## src/rtl/mc_pkg.sv

```systemverilog
// Shared types and encodings for the multi-cycle MIPS control path.
package mc_pkg;

    typedef enum logic [3:0] {
        StFetch, StDecode, StMemadr, StMemrd, StMemwb, StMemwr,
        StRtypeex, StRtypewb, StBeqex, StImmex, StImmwb, StJex
    } state_t;

    localparam logic [5:0] OP_RTYPE = 6'b000000;
    localparam logic [5:0] OP_LW    = 6'b100011;
    localparam logic [5:0] OP_SW    = 6'b101011;
    localparam logic [5:0] OP_BEQ   = 6'b000100;
    localparam logic [5:0] OP_BNE   = 6'b000101;
    localparam logic [5:0] OP_ADDI  = 6'b001000;
    localparam logic [5:0] OP_ANDI  = 6'b001100;
    localparam logic [5:0] OP_ORI   = 6'b001101;
    localparam logic [5:0] OP_XORI  = 6'b001110;
    localparam logic [5:0] OP_J     = 6'b000010;

    localparam logic [2:0] ALUOP_ADD   = 3'b000;
    localparam logic [2:0] ALUOP_SUB   = 3'b001;
    localparam logic [2:0] ALUOP_FUNCT = 3'b010;
    localparam logic [2:0] ALUOP_AND   = 3'b011;
    localparam logic [2:0] ALUOP_OR    = 3'b100;
    localparam logic [2:0] ALUOP_XOR   = 3'b101;

    localparam logic [1:0] PCSRC_ALURES = 2'b00;
    localparam logic [1:0] PCSRC_ALUOUT = 2'b01;
    localparam logic [1:0] PCSRC_JUMP   = 2'b10;

    localparam logic [1:0] SRCB_B     = 2'b00;
    localparam logic [1:0] SRCB_FOUR  = 2'b01;
    localparam logic [1:0] SRCB_IMM   = 2'b10;
    localparam logic [1:0] SRCB_IMMSH = 2'b11;

    function automatic logic [2:0] imm_aluop(input logic [5:0] op);
        case (op)
            OP_ANDI: return ALUOP_AND;
            OP_ORI:  return ALUOP_OR;
            OP_XORI: return ALUOP_XOR;
            default: return ALUOP_ADD;
        endcase
    endfunction

endpackage

```

## src/rtl/mc_ctrl_outdec.sv

```systemverilog
// Combinational decode of FSM state (plus mem_ready/zero) into datapath controls.
module mc_ctrl_outdec
    import mc_pkg::*;
(
    input  state_t     state,
    input  logic [5:0] op,
    input  logic       mem_rdy,
    input  logic       zero,
    input  logic       is_bne,
    output logic       mem_req,
    output logic       memwrite,
    output logic       irwrite,
    output logic       iord,
    output logic       pcen,
    output logic [1:0] pcsrc,
    output logic       alusrca,
    output logic [1:0] alusrcb,
    output logic       zeroext,
    output logic [2:0] aluop,
    output logic       regwrite,
    output logic       regdst,
    output logic       memtoreg
);

    always_comb begin
        mem_req  = 1'b0;
        memwrite = 1'b0;
        irwrite  = 1'b0;
        iord     = 1'b0;
        pcen     = 1'b0;
        pcsrc    = PCSRC_ALURES;
        alusrca  = 1'b0;
        alusrcb  = SRCB_B;
        zeroext  = 1'b0;
        aluop    = ALUOP_ADD;
        regwrite = 1'b0;
        regdst   = 1'b0;
        memtoreg = 1'b0;
        case (state)
            StFetch: begin
                mem_req = 1'b1;
                alusrcb = SRCB_FOUR;
                irwrite = mem_rdy;
                pcen    = mem_rdy;
            end
            StDecode: alusrcb = SRCB_IMMSH;
            StMemadr: begin
                alusrca = 1'b1;
                alusrcb = SRCB_IMM;
            end
            StMemrd: begin
                mem_req = 1'b1;
                iord    = 1'b1;
            end
            StMemwb: begin
                regwrite = 1'b1;
                memtoreg = 1'b1;
            end
            StMemwr: begin
                mem_req  = 1'b1;
                iord     = 1'b1;
                memwrite = 1'b1;
            end
            StRtypeex: begin
                alusrca = 1'b1;
                aluop   = ALUOP_FUNCT;
            end
            StRtypewb: begin
                regwrite = 1'b1;
                regdst   = 1'b1;
            end
            StBeqex: begin
                alusrca = 1'b1;
                aluop   = ALUOP_SUB;
                pcsrc   = PCSRC_ALUOUT;
                pcen    = zero ^ is_bne;
            end
            StImmex: begin
                alusrca = 1'b1;
                alusrcb = SRCB_IMM;
                aluop   = imm_aluop(op);
                zeroext = (op == OP_ANDI) || (op == OP_ORI) || (op == OP_XORI);
            end
            StImmwb: regwrite = 1'b1;
            StJex: begin
                pcsrc = PCSRC_JUMP;
                pcen  = 1'b1;
            end
            default: ;
        endcase
    end

endmodule

```

## src/rtl/mc_ctrl_fsm.sv

```systemverilog
// Main control FSM of the multi-cycle MIPS core.
// Define MC_CTRL_BNE_EN to decode BNE through the branch-execute state.
module mc_ctrl_fsm
    import mc_pkg::*;
#(
    parameter int unsigned MEM_HANDSHAKE = 1
) (
    input  logic       clk,
    input  logic       reset,
    input  logic [5:0] op,
    input  logic       zero,
    input  logic       mem_ready,
    output logic       mem_req,
    output logic       memwrite,
    output logic       irwrite,
    output logic       iord,
    output logic       pcen,
    output logic [1:0] pcsrc,
    output logic       alusrca,
    output logic [1:0] alusrcb,
    output logic       zeroext,
    output logic [2:0] aluop,
    output logic       regwrite,
    output logic       regdst,
    output logic       memtoreg,
    output logic       illegal_op
);

    state_t state_q, state_d;
    logic   mem_rdy;
    logic   op_legal;
    logic   is_bne_q;

    assign mem_rdy = (MEM_HANDSHAKE != 0) ? mem_ready : 1'b1;

    always_comb begin
        state_d  = state_q;
        op_legal = 1'b1;
        case (state_q)
            StFetch:  if (mem_rdy) state_d = StDecode;
            StDecode: begin
                case (op)
                    OP_RTYPE:                            state_d = StRtypeex;
                    OP_LW, OP_SW:                        state_d = StMemadr;
                    OP_BEQ:                              state_d = StBeqex;
`ifdef MC_CTRL_BNE_EN
                    OP_BNE:                              state_d = StBeqex;
`endif
                    OP_ADDI, OP_ANDI, OP_ORI, OP_XORI:   state_d = StImmex;
                    OP_J:                                state_d = StJex;
                    default: begin
                        state_d  = StFetch;
                        op_legal = 1'b0;
                    end
                endcase
            end
            StMemadr:  state_d = (op == OP_LW) ? StMemrd : StMemwr;
            StMemrd:   if (mem_rdy) state_d = StMemwb;
            StMemwr:   if (mem_rdy) state_d = StFetch;
            StRtypeex: state_d = StRtypewb;
            StImmex:   state_d = StImmwb;
            default:   state_d = StFetch;
        endcase
    end

    always_ff @(posedge clk) begin
        if (reset) begin
            state_q    <= StFetch;
            illegal_op <= 1'b0;
        end else begin
            state_q <= state_d;
            if (state_q == StDecode && !op_legal) illegal_op <= 1'b1;
        end
    end

`ifdef MC_CTRL_BNE_EN
    // Captured while op is still the branch being decoded; used to invert the taken test.
    always_ff @(posedge clk) begin
        if (reset) begin
            is_bne_q <= 1'b0;
        end else if (state_q == StDecode) begin
            is_bne_q <= (op == OP_BNE);
        end
    end
`else
    assign is_bne_q = 1'b0;
`endif

    mc_ctrl_outdec u_outdec (
        .state    (state_q),
        .op       (op),
        .mem_rdy  (mem_rdy),
        .zero     (zero),
        .is_bne   (is_bne_q),
        .mem_req  (mem_req),
        .memwrite (memwrite),
        .irwrite  (irwrite),
        .iord     (iord),
        .pcen     (pcen),
        .pcsrc    (pcsrc),
        .alusrca  (alusrca),
        .alusrcb  (alusrcb),
        .zeroext  (zeroext),
        .aluop    (aluop),
        .regwrite (regwrite),
        .regdst   (regdst),
        .memtoreg (memtoreg)
    );

endmodule

```

## config.mk

```make
export PLATFORM = sky130hd
export DESIGN_NAME = mc_ctrl_fsm
export DESIGN_NICKNAME = d
export VERILOG_FILES = /design/src/rtl/mc_pkg.sv /design/src/rtl/mc_ctrl_outdec.sv /design/src/rtl/mc_ctrl_fsm.sv
export SDC_FILE = /design/constraint.sdc
export NUM_CORES = 1
export LEC_CHECK = 0
export ABC_AREA = 1
export ABC_CLOCK_PERIOD_IN_PS = 1480
export CELL_PAD_IN_SITES_DETAIL_PLACEMENT = 0
export CELL_PAD_IN_SITES_GLOBAL_PLACEMENT = 1
export CORE_UTILIZATION = 25
export DETAILED_ROUTE_END_ITERATION = 12
export PLACE_DENSITY = 0.79
export SYNTH_ARGS = -nofsm -noshare
export SYNTH_HDL_FRONTEND = slang
export SYNTH_SLANG_ARGS = --single-unit
```

## constraint.sdc

```tcl
create_clock -name clk -period 1.48 [get_ports clk]
set_input_delay 0.148 -clock clk [delete_from_list [all_inputs] [get_ports clk]]
set_output_delay 0.148 -clock clk [all_outputs]
set_load 0.05 [all_outputs]
```

==> results by group <==
Worst setup path
  – Startpoint Class: register
  – CP arrival: 1.38 ns
  – Crit. End Element: primary output
  – CP max stage delay: ~0.37 ns
  – CP Data Required Time: roughly 1.3 ns
  – R2r worst-path depth: 10
  – WS Path Type: register to primary output
  – Crit-path max FO: 5
  – Max stage delay cell, worst path: dfxtp_4
  – Critical Path, Cell by Cell: inv_4 > nor2_4 > nand2_4 > o41ai_4 > buf_12

Floorplan
  – Io pins: 28
  – Die area: around 0.0025 mm²
  – Core region area: 0.00221 mm²
  – Horiz. Die Dim: around 50 µm
  – Starting Density: 26.3%
  – Site Rows: 17
  – DIE HEIGHT: between 50 and 60 µm

Global routing
  – Antenna violations before repair: 0
  – Largest net degree at the start of global routing: 7
  – Remaining global-route overflow: 0
  – Number of global-route vias before repair: approximately 760
  – Tot GR Track Use: around 15%
  – First-pass GRT wire length: around 3000 µm

Status
  – Status: finished with violations
  – Failing checks: setup timing

Cells and area
  – Fin nets: 173
  – Fillers: ~190
  – Util after Layout: about two thirds
  – Non-filler cells, final: 190
  – Area grow syn2layout: 153%
  – Antenna cell count: 0
  – Layout cells sized above 1: 56.8%

STA
  – Clock Skew: around 0.0040 ns
  – Final Slew Violations: 0
  – Fin. Hold Viols: 0
  – Slew headroom: 78.2%
  – Slew of the pin with the lowest slew margin: 0.326 ns
  – Tmin final: between 1.5 and 2 ns
  – # setup viols final: 3
  – Final worst-path cycle share: 103%
  – Fin worst setup slack: -0.0485 ns
  – Max Freq: 0.654 GHz
  – Final TNS setup: -0.0981 ns
  – RSZ-0062 raised after global routing: yes

Detailed routing
  – Initial DRC Count: 7
  – Vias per cell: around 4.5
  – Vias: between 800 and 900
  – Final ANT Viol Nets: 0
  – Wirelength per Cell: 11.4 µm
  – Pre-antenna DRT Iters: 4
  – Final wirelength: ~2200 µm
  – DRC Markers: 0

Place
  – Setup Slack @ Placement: -0.163 ns
  – Placed Cells: 174
  – DPL Wire Length: 1560 µm
  – # port buffers: 27
  – Routability Congestion: between 0.7 and 0.8

Clock tree
  – Worst-case clock buffer depth: 2
  – CTS H-tree depth: 1
  – CTS tree: done
  – Cts bufs inserted: 3
  – Reg clk slew, reported paths: ~0.040 ns
  – Root Buffer: clkbuf_4
  – Clock Sinks: 5
  – Worst-skew pair later-pin latency: approximately 0.24 ns

Yosys
  – Yosys warns: 0
  – Area contributors post-synth: dfxtp_1 17%, nand2_1 15%, inv_1 12%
  – Syn nets: roughly 120
  – Post-synthesis cell count: approximately 110
  – EDFF count, synth: 0
  – Mapped Area: 582 µm²
  – Mean area per synthesized cell: between 5 and 6 µm²
  – Asr flop ratio synth: 0%
  – Top post-synthesis cells by count: 23 x nand2_1, 19 x inv_1, 19 x nor2_1, 11 x nand3_1, 5 x dfxtp_1
  – Synth Register Bits: 5
  – Area share of the largest cell type after synthesis: ~17%
  – Largest area contributor in the netlist: dfxtp_1
  – Sequential area share after synthesis: 17.2%
  – Top FF cell, synth: dfxtp_1
  – Unique masters post-synth: 19
  – Most frequent cell after synthesis: nand2_1

Power
  – Clk pwr share: 24.5%
  – Power per cell area: about 430 mW/mm²
  – Sequential share of power: 23.0%
  – Switch Pwr: between 0.0002 and 0.00025 W
  – Logic pwr share: about 52%
  – Switch share: approximately two fifths
  – LEAKAGE: between 0.7 and 0.8 nW
  – Total power: approximately 0.00064 W
  – Internal power: 0.000393 W
  – VDD IR max: about 550 µV

Flow run
  – Max_cap viols: 0

Worst hold path
  – Worst hold stages: 2
  – Hold crit path type: register to register
final cells by class:
class / instances / area [µm²] / share of cell area [%]
timing repair buffer: 52 / 634 / 43.1
sequential: 5 / 115 / 7.83
inverter: 22 / 95.1 / 6.47
clock buffer: 4 / 26.3 / 1.79
tap: 28 / 35.0 / 2.38
multi-input combinational: 79 / 564 / 38.4
metrics by stage:
step                instance area [µm²]  hold WS [ns]
finish                             1470         0.457
global route                       1470         0.492
CTS                                1330         0.461
detailed placement                 1200         0.451
global placement                   1200         0.440
floorplan                           653         0.210
worst max-delay path, delay by kind of cell, from the launching register on:
kind / cells / cell delay [ns]
flip-flops: 1 / 0.37
AO/OA/AOI/OAI: 1 / 0.28
AND/OR/NAND/NOR: 2 / 0.25
buffers and inverters: 2 / 0.23
sequential cells by signal (all words and copies together), names as in the netlist:
| name | cells |
|---|---|
| state_q | 4 |
| illegal_op | 1 |
what timing repair did:
item                                    in CTS  in global routing
pin swaps                                    5                  9
hold buffers                                 0                  0
resized for setup                           25                 29
buffers inserted                             6                  6
endpoints found under the setup margin      12                 10
power by group through the flow:
stage	Combinational (W)	Sequential, W	Clock (W)
CTS	0.000305	0.000150	0.000165
floorplan	0.000141	0.000162	0
global placement	0.000282	0.000150	0
finish	0.000335	0.000147	0.000156
global route	0.000354	0.000147	0.000170
detailed placement	0.000284	0.000151	0
path summary, 6_finish.rpt:
path	from	to	slack, ns
min	illegal_op	illegal_op	0.46
min reg2reg	illegal_op	illegal_op	0.46
max	state_q[3]	aluop[1]	-0.05
max reg2reg	state_q[2]	state_q[0]	0.16
placed cells by master, fill, tap and decap left out, types with 2 or more instances in the layout:
cell and instances:
buf_4 23, clkdlybuf4s50_1 3, dlymetal6s2s_1 4, o21ai_2 2, buf_8 2, a21oi_1 4, inv_4 5, dfxtp_4 4
buf_12 15, nand3_1 10, buf_6 3, inv_2 6, clkbuf_4 3, nor2_4 12, inv_1 11, nor2_1 10
nand2_4 4, dlygate4sd2_1 2, nand2_1 20, o21ai_0 2, nand2_2 3
metal layers:
metal  share of wire (%)  GRT usage [%]  vias up
li1                    -              -      449
met5                   0              0        -
met2                  54           29.6       10
met1                  44           17.6      402
met3                 1.9          0.909        0
met4                   0           5.71        0
cells by family (layout without fill, tap and decap cells):
group                  after synthesis  in the layout  share of synthesized area [%]
buffers and inverters               22             78                           14.2
and+or+nand+nor                     66             66                           54.2
DFF                                  5              5                           17.2
AOI/OAI and AO/OA                   13             13                           14.4
Note: power is estimated with default switching activity, not from simulation.
